==> src/rtl/imem_loader_pkg.sv <==
// Shared types and constants for the boot-time instruction memory loader.
// The optional trailer checksum is enabled by defining IMEM_LOADER_CHECKSUM_EN.
package imem_loader_pkg;

  typedef enum logic [2:0] {
    StHdrHi,
    StHdrLo,
    StData,
    StWrite,
    StChk,
    StDone,
    StError
  } state_e;

  localparam int unsigned HDR_WIDTH      = 16;
  localparam int unsigned BYTES_PER_WORD = 4;
  localparam int unsigned WORD_STRIDE    = 4;

  function automatic logic count_too_big(input logic [HDR_WIDTH-1:0] cnt,
                                         input int unsigned depth);
    return 32'(cnt) > depth;
  endfunction

endpackage

==> src/rtl/imem_loader_word_assembler.sv <==
// Big-endian byte-to-word assembler: first byte of a word ends up in bits [31:24].
module word_assembler
  import imem_loader_pkg::*;
(
  input  logic        clk_i,
  input  logic        reset_i,
  input  logic        shift_en_i,
  input  logic [7:0]  byte_i,
  output logic [31:0] word_o,
  output logic        last_byte_o
);

  logic [31:0] word_q, word_d;
  logic [1:0]  idx_q, idx_d;

  always_comb begin
    word_d = word_q;
    idx_d  = idx_q;
    if (shift_en_i) begin
      word_d = {word_q[23:0], byte_i};
      idx_d  = idx_q + 2'd1;  // wraps to 0 after the fourth byte
    end
  end

  always_ff @(posedge clk_i) begin
    if (reset_i) begin
      word_q <= '0;
      idx_q  <= '0;
    end else begin
      word_q <= word_d;
      idx_q  <= idx_d;
    end
  end

  assign word_o      = word_q;
  assign last_byte_o = (idx_q == 2'(BYTES_PER_WORD - 1));

endmodule

==> src/rtl/imem_loader.sv <==
// Streams a word-count header plus big-endian words into imem, holding the CPU until done.
// Define IMEM_LOADER_CHECKSUM_EN to require a trailing XOR checksum byte after the image.
module imem_loader
  import imem_loader_pkg::*;
#(
  parameter int unsigned DEPTH     = 256,
  parameter logic [31:0] BASE_ADDR = 32'h0000_0000
) (
  input  logic        clk,
  input  logic        reset,
  input  logic [7:0]  in_byte,
  input  logic        in_valid,
  output logic        in_ready,
  output logic        mem_we,
  output logic [31:0] mem_addr,
  output logic [31:0] mem_wdata,
  output logic        cpu_hold,
  output logic        done,
  output logic        error
);

  state_e                 state_q, state_d;
  logic [7:0]             hdr_hi_q, hdr_hi_d;
  logic [HDR_WIDTH-1:0]   remaining_q, remaining_d;
  logic [31:0]            addr_q, addr_d;
  logic [HDR_WIDTH-1:0]   hdr_cnt;
  logic                   accept;
  logic                   shift_en;
  logic                   last_byte;
  logic [31:0]            word;

  assign accept   = in_valid && in_ready;
  assign hdr_cnt  = {hdr_hi_q, in_byte};
  assign shift_en = accept && (state_q == StData);

`ifdef IMEM_LOADER_CHECKSUM_EN
  logic [7:0] xor_q, xor_d;

  always_comb begin
    xor_d = xor_q;
    if (shift_en) begin
      xor_d = xor_q ^ in_byte;
    end
  end

  always_ff @(posedge clk) begin
    if (reset) begin
      xor_q <= '0;
    end else begin
      xor_q <= xor_d;
    end
  end
`endif

  word_assembler u_word_assembler (
    .clk_i       (clk),
    .reset_i     (reset),
    .shift_en_i  (shift_en),
    .byte_i      (in_byte),
    .word_o      (word),
    .last_byte_o (last_byte)
  );

  // State register
  always_ff @(posedge clk) begin
    if (reset) begin
      state_q <= StHdrHi;
    end else begin
      state_q <= state_d;
    end
  end

  // Next-state logic
  always_comb begin
    state_d = state_q;
    case (state_q)
      StHdrHi: if (accept) state_d = StHdrLo;
      StHdrLo: begin
        if (accept) begin
          if (hdr_cnt == '0) begin
            state_d = StDone;
          end else if (count_too_big(hdr_cnt, DEPTH)) begin
            state_d = StError;
          end else begin
            state_d = StData;
          end
        end
      end
      StData: if (accept && last_byte) state_d = StWrite;
      StWrite: begin
        if (remaining_q == HDR_WIDTH'(1)) begin
`ifdef IMEM_LOADER_CHECKSUM_EN
          state_d = StChk;
`else
          state_d = StDone;
`endif
        end else begin
          state_d = StData;
        end
      end
      StChk: begin
`ifdef IMEM_LOADER_CHECKSUM_EN
        if (accept) state_d = (in_byte == xor_q) ? StDone : StError;
`else
        state_d = StError;
`endif
      end
      StDone:  state_d = StDone;
      StError: state_d = StError;
      default: state_d = StError;
    endcase
  end

  // Datapath: header latch, remaining word count and write address
  always_comb begin
    hdr_hi_d    = hdr_hi_q;
    remaining_d = remaining_q;
    addr_d      = addr_q;
    if (accept && (state_q == StHdrHi)) begin
      hdr_hi_d = in_byte;
    end
    if (accept && (state_q == StHdrLo)) begin
      remaining_d = hdr_cnt;
    end
    if (state_q == StWrite) begin
      remaining_d = remaining_q - HDR_WIDTH'(1);
      addr_d      = addr_q + 32'(WORD_STRIDE);
    end
  end

  always_ff @(posedge clk) begin
    if (reset) begin
      hdr_hi_q    <= '0;
      remaining_q <= '0;
      addr_q      <= BASE_ADDR;
    end else begin
      hdr_hi_q    <= hdr_hi_d;
      remaining_q <= remaining_d;
      addr_q      <= addr_d;
    end
  end

  // Outputs
  always_comb begin
    in_ready = 1'b0;
    if (!reset) begin
      case (state_q)
        StHdrHi, StHdrLo, StData, StChk: in_ready = 1'b1;
        default:                         in_ready = 1'b0;
      endcase
    end
    mem_we    = (state_q == StWrite);
    done      = (state_q == StDone);
    error     = (state_q == StError);
    cpu_hold  = (state_q != StDone);
    mem_addr  = addr_q;
    mem_wdata = word;
  end

endmodule

==> config.mk <==
export PLATFORM = sky130hd
export DESIGN_NAME = imem_loader
export DESIGN_NICKNAME = d
export VERILOG_FILES = /design/src/rtl/imem_loader_pkg.sv /design/src/rtl/imem_loader_word_assembler.sv /design/src/rtl/imem_loader.sv
export SDC_FILE = /design/constraint.sdc
export NUM_CORES = 1
export LEC_CHECK = 0
export BUFFER_PORTS_ARGS = -buffer_cell sky130_fd_sc_hd__buf_2
export CORE_UTILIZATION = 59
export CTS_CLUSTER_DIAMETER = 50
export CTS_CLUSTER_SIZE = 28
export DETAILED_ROUTE_END_ITERATION = 7
export PLACE_DENSITY = 0.85
export REMOVE_ABC_BUFFERS = 1
export SETUP_SLACK_MARGIN = 0.1
export SYNTH_ARGS = -nofsm -noshare
export SYNTH_HDL_FRONTEND = slang
export SYNTH_HIERARCHICAL = 1
export SYNTH_SLANG_ARGS = --single-unit
==> constraint.sdc <==
create_clock -name clk -period 4.5 [get_ports clk]
set_input_delay 1.125 -clock clk [delete_from_list [all_inputs] [get_ports clk]]
set_output_delay 1.125 -clock clk [all_outputs]
set_load 0.02 [all_outputs]
=== Word-level counts from Yosys, hierarchy flattened ===
Cells that the tools add are included.

* Register bits: 93

* Add/sub/neg operators: 3
* $lt $le $gt $ge: 1
* Eq/ne operators: 12
* Multiplexer cells: 11
* Reduce and logical (&&, ||, !) cells: 10

{| class="wikitable"
|+ Operators with widths
! cell !! number
|-
| 32-bit by 3-bit adder with 32-bit output, second input constant || 1
|-
| 16-bit two-way mux || 2
|-
| 3-bit two-way mux || 6
|-
| 16-bit by 1-bit equality test with 1-bit output, second input constant || 1
|-
| 16-bit by 9-bit > comparator with 1-bit output, second input constant || 1
|-
| 16-bit logical NOT || 1
|-
| 16-bit by 1-bit subtractor with 16-bit output, second input constant || 1
|-
| 3-bit case mux with 5 select lines || 1
|-
| 3-bit equality test, second input constant || 3
|-
| 3-bit by 2-bit equality test with 1-bit output, second input constant || 2
|-
| 1-bit logical AND || 5
|-
| 2-bit inequality test, second input constant || 2
|-
| 4-bit OR reduction || 1
|-
| 3-bit by 1-bit equality test with 1-bit output, second input constant || 1
|-
| 3-bit logical NOT || 1
|-
| 3-bit inequality test, second input constant || 1
|-
| 3-bit AND reduction || 1
|-
| 2-bit by 1-bit adder with 2-bit output, second input constant || 1
|-
| 2-bit equality test, second input constant || 1
|-
| 1-bit two-way mux || 2
|-
| 2-bit by 1-bit inequality test with 1-bit output, second input constant || 1
|-
| 2-bit nonzero test || 1
|}

=== Depth between registers and ports, before layout ===
Gate-level depths: netlist of run 1.

* Depth in word-level cells: 8
* Mapped depth: 8
* Gate-level depth less buffers: 6

=== By module ===
The synthesis of run 1 kept the hierarchy.

{| class="wikitable"
|+ By module, submodules not included
! module !! times used !! cells an instance !! area each (um^2) !! seq. area each (um^2)
|-
| imem_loader || 1 || 328 || 2753.9 || 1141.1
|-
| word_assembler || 1 || 111 || 1252.5 || 680.7
|}

=== Worst setup path before layout of run 1 ===
No wires, ideal clock.

* Kind: input -> output
* From: input port reset
* To: output port in_ready
* Data arrival time: 1.427 ns
* Required time: 3.375 ns
* Slack: 1.948 ns
* Stages on the path: 2
* Path through: inv_1 o21a_1

* Longest elaborated chain between the ends: 1

{| class="wikitable"
|+ RTL lines
! item !! line !! source
|-
| from (decl) || imem_loader.sv:10 || <nowiki>input logic reset,</nowiki>
|-
| 1-bit two-way mux || imem_loader.sv:146 || <nowiki>if (!reset) begin</nowiki>
|-
| to (decl) || imem_loader.sv:13 || <nowiki>output logic in_ready,</nowiki>
|}

No other way between the ends.

=== Worst setup path in the final report of run 1 ===
Same ends and word-level chain as after synthesis.

==> flow_metrics.tcl, run 1 <==
set metrics [dict create \
    rows 29 \
    portBuffers 77 \
    drv_slew 0 \
    cts_setup_buffers 0 \
    gr-total-overflow 0 \
    worstPathRequired_ps 3380 \
    worst_slew_pin_slew_ps 971 \
    cp-end-kind "primary output" \
    min_period_ps 3330 \
    clk_latency_ps 360 \
    die_width_microns 84.4 \
    critPathLaunchType "primary input" \
    path_delay_family "buffers and inverters" \
    ff2ff_setup_slack_ps 1590 \
    setup_viol 0 \
    vias 3394 \
    htreeDepth 3 \
    cts.path.max_buffers 2 \
    synth.yosys.seq_area_share_pct 45.5 \
    gp_congestion 0.831 \
    r2r_end "remaining_q[9]" \
    cts.sinks 91 \
    coreArea_sq_mm 0.00646 \
    start_util_pct 62.0 \
    hold_path.class "reg -> reg" \
    first_pass_iters 7 \
    wl_mm 8.69 \
    powerDensity_mw_per_mm2 332 \
    antenna_found_initial 0 \
    cts_made_buffers 9 \
    grt_pass1_vias 3112 \
    peakVddDrop_v 0.000215 \
    grt_max_degree 53 \
    drv_cap 0 \
    total_power_uw 1510 \
    ant_nets 0 \
    slowest_delay_ps 550 \
    arrival_ps 2200 \
    drc 4 \
    drtIter0Drc 331 \
    status "finished, violations left" \
    ff2ff_path_depth 6 \
    grt_setup_unrepaired "no" \
    routedWlPerCell_microns 14.8 \
    crit_path_frequent_cell "buf_2" \
    violations "design-rule violations" \
    period_share_pct 73.9 \
    intPower_uw 1120 \
    synth_seq_cells 91 \
    seqPwrFrac_pct 55.4 \
    synth_top_cell_by_area "dfxtp_1" \
    tns_ps 0 \
    ys_top_cells_by_area "dfxtp_1 45%, mux2i_1 10%, nor2_1 8.1%, xor2_1 5.0%, nand2_1 2.7%" \
    area_delta_synth_final_pct 13.5 \
    grt_first_pass_wirelength_mm 14.6 \
    crit_start "reset" \
    cts_root_buf "clkbuf_8" \
    hold_buffers 0 \
    hold_path_end "remaining_q[3]" \
    syn_area_per_cell_sq_um 9.13 \
    combPwrFrac_pct 7.7 \
    whs_path_depth 2 \
    cts_tree "done" \
    power.switching_uw 386 \
    slowest_stage "buf_2" \
    ys_types 47 \
    crit_fanout 40 \
    worstPathCellList "buf_2, inv_1, o21a_1, buf_2" \
    clk_pin_slew_worst_paths_ps 90 \
    max_slew_margin_pct 34.7 \
    netlist_instances 439 \
    hold_start "remaining_q[3]" \
    skew_ps 8.45 \
    critPathBufInv 3 \
    drive_gt1_share_pct 21.4 \
    antenna_cells 0 \
    synth_warnings 6 \
    ios 80 \
    post_cts_resized 0 \
    final_nets 521 \
    via_per_inst 5.78 \
    die_h_microns 84.4 \
    fill_cells 492 \
    hold_slack_ps 499 \
    p_sw_share_pct 25.6 \
    clock.fmax_mhz 301 \
    leakage_uw 0.00189 \
    dp_hpwl_mm 5.82 \
    dieArea_sq_mm 0.00712 \
    final-hold-violation-count 0 \
    yosysTopAreaCellShare_pct 45.5 \
    worst-setup-path-type "in -> out" \
    track_usage_pct 25.4 \
    netlist_area_sq_mm 0.00401 \
    r2r-start "state_q[0]" \
    p_clk_share_pct 36.9 \
]
-- layer usage --
metal | wire [microns] | track usage, %
met1 | 4020 | 35.1
met3 | 460 | 4.13
met2 | 3990 | 38.2
met5 | 0 | 0
met4 | 223 | 14.0
-- Yosys cell counts, drive strengths merged --
cell	number
ha	4
nor4	13
xnor2	8
a21oi	12
o221ai	2
a2111oi	1
xor2	23
nor3b	1
nand2b	3
nand4	11
a21o	1
or2	4
o311a	1
nand2	29
or3b	1
or4b	1
nand3	16
dfxtp	91
or3	7
clkbuf	12
and3	3
mux2i	41
conb	1
inv	9
nor2	87
or4	3
o21ai	5
o211ai	4
nor2b	1
o21a	1
and4	4
a211oi	2
a31oi	10
nor3	7
nand3b	2
o41ai	1
buf	13
o311ai	4
-- area by class of cell --
cell class | instances | area (sq um) | area share, %
Multi-Input combinational cell | 315 | 1990 | 43.8
Clock inverter | 6 | 73.8 | 1.62
Sequential cell | 91 | 1820 | 40.1
Inverter | 9 | 33.8 | 0.743
Clock buffer | 9 | 124 | 2.72
Tap cell | 77 | 96.3 | 2.12
Timing Repair Buffer | 80 | 408 | 8.97
-- how the worst max path moves through the flow --
stage	to	cells after the start
after floorplan	u_word_assembler/idx_q[0]	4
after global routing	in_ready	4
after CTS	in_ready	4
final	in_ready	4
after detailed placement	in_ready	4
after global placement	in_ready	4
-- registers in the layout (all words and copies together) (netlist names) --
name and flops:
mem_addr 30, u_word_assembler/idx_q 2, u_word_assembler/word_o 32, hdr_hi_q 8, remaining_q 16, state_q 3
-- kinds of logic after synthesis --
group | share of synthesized area, %
fa+ha+maj | 1.25
flops | 45.5
xor+xnor | 6.78
other cells | 0.0936
compound gates | 7.34
buf+inv | 5.09
simple gates | 23.7
mux | 10.2
-- power groups by stage --
stage / sequential [uW] / combinational (uW) / clock (uW)
CTS: 835 / 115 / 564
finish: 836 / 116 / 556
detailed placement: 853 / 114 / 0
floorplan: 850 / 76.9 / 0
global route: 838 / 129 / 601
global placement: 852 / 110 / 0
-- per-stage QoR --
step                      worst slack, ps  utilization [%]  instances  cell area, sq um
after detailed placement             1180             67.4        572              4350
after global routing                 1060             70.4        587              4550
final                                1170             70.4        587              4550
after global placement               1190             67.4        572              4350
after floorplan                     -2040                -        415              3840
after CTS                            1180             70.4        587              4550
-- worst min-delay path, stage by stage (launching register included) --
cell and delay (ps):
dfxtp_1 340, nand3_1 70, a21oi_1 50
-- placed cells by master (no fill, tap or decap), types with 3 or more instances in the layout --
cell type	synthesis	final
dfxtp_1	91	91
nor2_1	86	86
buf_2	4	77
mux2i_1	41	41
nand2_1	29	29
xor2_1	23	23
nand3_1	16	16
a21oi_1	12	12
nand4_1	11	11
a31oi_1	10	10
inv_1	9	9
nor4_1	10	9
clkbuf_8	0	9
xnor2_1	8	8
nor3_1	7	7
or3_1	6	6
o21ai_0	5	5
or2_2	4	4
and4_1	4	4
o311ai_0	4	4
o211ai_1	4	4
ha_1	4	4
nand2b_1	3	3
nor4_2	2	3
and3_1	3	3
buf_4	2	3
(Power assumes the default switching activity.)
==> inputs of run 2 (changes only) <==
- CORE_UTILIZATION: 59 -> 55
- PLACE_DENSITY: 0.85 -> 0.8
- clock period: 4.5 -> 3.4 ns (I/O delays scaled with it)
==> run 2 against run 1 <==
The flow now finishes without violations; sequential power grew 32%; utilization shrank 3.9 points; hold slack lost 4.0 ps; global-route usage shrank 1.7 points.
==> flow_metrics.tcl, run 2 (synthesized netlist as in run 1, its figures left out) <==
set metrics [dict create \
    stdcell_count 608 \
    ff2ff_path_depth 6 \
    cp-end-kind "primary output" \
    peakVddDrop_v 0.000290 \
    coreArea_sq_mm 0.00691 \
    powerDensity_mw_per_mm2 441 \
    grt_setup_unrepaired "no" \
    wl_mm 8.33 \
    period_share_pct 81.3 \
    area_delta_synth_final_pct 14.7 \
    final_common_cell "dfxtp_1" \
    ant_nets 0 \
    via_per_inst 5.42 \
    worst-setup-path-type "reg -> out" \
    gr-total-overflow 0 \
    antenna_found_initial 0 \
    r2r_end "remaining_q[8]" \
    dp_slack_ps 861 \
    crit_fanout 12 \
    setup_viol 0 \
    cts.sinks 91 \
    antenna_cells 0 \
    leakage_uw 0.00191 \
    final_cell_mix "91 x dfxtp_1, 86 x nor2_1, 77 x buf_2, 41 x mux2i_1, 29 x nand2_1" \
    dp_hpwl_mm 5.81 \
    clk_latency_ps 350 \
    first_pass_iters 4 \
    start_util_pct 58.0 \
    hold_start "u_word_assembler/word_o[25]" \
    die_h_microns 87.3 \
    cts_tree "done" \
    hold_path.class "reg -> reg" \
    fill_cells 600 \
    whs_path_depth 2 \
    cts_made_buffers 9 \
    vias 3297 \
    fin_ws_ps 634 \
    finish.utilization_pct 66.5 \
    clk_pin_slew_worst_paths_ps 80 \
    die_width_microns 87.3 \
    ff2ff_setup_slack_ps 850 \
    dpl.cell_count 593 \
    drive_gt1_share_pct 21.5 \
    cts.path.max_buffers 2 \
    max_slew_margin_pct 45.0 \
    grt_max_degree 87 \
    largest_reg_flops 32 \
    rows 30 \
    portBuffers 77 \
    htreeDepth 3 \
    hold_buffers 0 \
    post_cts_resized 0 \
    cts_root_buf "clkbuf_8" \
    drtIter0Drc 280 \
    clock.fmax_mhz 362 \
    cts_setup_buffers 0 \
    worst_slew_pin_slew_ps 826 \
    min_period_ps 2770 \
    status "finished clean" \
    arrival_ps 1920 \
    drc 0 \
    gp_congestion 0.868 \
    r2r-start "state_q[0]" \
    skew_ps 7.67 \
    hold_path_end "u_word_assembler/word_o[25]" \
    multi_input_area_sq_mm 0.00199 \
    worstPathRequired_ps 2550 \
    final-hold-violation-count 0 \
    track_usage_pct 23.7 \
    dieArea_sq_mm 0.00763 \
    final_nets 523 \
    critPathLaunchType "flop" \
    drv_cap 0 \
    ios 80 \
    routedWlPerCell_microns 13.7 \
    regArea_sq_mm 0.00182 \
    grt_first_pass_wirelength_mm 14.1 \
    grt_pass1_vias 2978 \
    drv_slew 0 \
]
==> run 2: cell types whose count changed in the layout (fill, tap and decap cells not counted), sizes merged <==
cell      before  now
buf           80   82
clkinv         1    3
bufinv         1    2
clkbuf         9   10
inv           11    9
clkinvlp       2    0
==> run 2: worst max-delay path by stage <==
| stage | start | end | slack, ps |
|---|---|---|---|
| final | state_q[0] | mem_we | 630 |
| after global routing | state_q[0] | mem_we | 460 |
| after CTS | state_q[0] | mem_we | 630 |
| after detailed placement | state_q[0] | remaining_q[7] | 860 |
| after global placement | state_q[0] | remaining_q[6] | 980 |
| after floorplan | reset | u_word_assembler/idx_q[0] | -2860 |
==> run 2: worst max-delay path: stages, from the launching register on <==
cell,delay [ps]
dfxtp_1,540
nand3b_1,370
inv_1,410
buf_2,240
==> run 2: final cells by class <==
| type | count | area share (%) |
|---|---|---|
| tap | 96 | 2.61 |
| clock inverter | 5 | 1.72 |
| multi-input combinational | 315 | 43.3 |
| inverter | 9 | 0.735 |
| clock buffer | 10 | 2.78 |
| timing repair buffer | 82 | 9.20 |
| sequential | 91 | 39.6 |
==> run 2: power by group <==
part | leakage (uW) | internal (uW) | switching (uW)
clock network | 0.000106 | 409 | 363
registers | 0.000734 | 1080 | 22.2
logic | 0.00107 | 57.9 | 93.3
total | 0.00191 | 1550 | 479
==> run 2: metrics by stage <==
step	total power (uW)	setup TNS (ps)	instance area, sq um	hold WS [ps]
global route	2110	0	4600	523
global placement	1280	0	4390	468
detailed placement	1280	0	4390	479
CTS	2040	0	4600	499
floorplan	1230	-96720	3840	447
finish	2030	0	4600	495
==> run 2: per-layer routing <==
layer / track usage (%) / routed length (microns) / vias up
li1: - / - / 1659
met1: 32.5 / 3950 / 1531
met2: 35.9 / 3830 / 97
met3: 5.12 / 444 / 10
met4: 9.99 / 111 / 0
met5: 0 / 0 / -
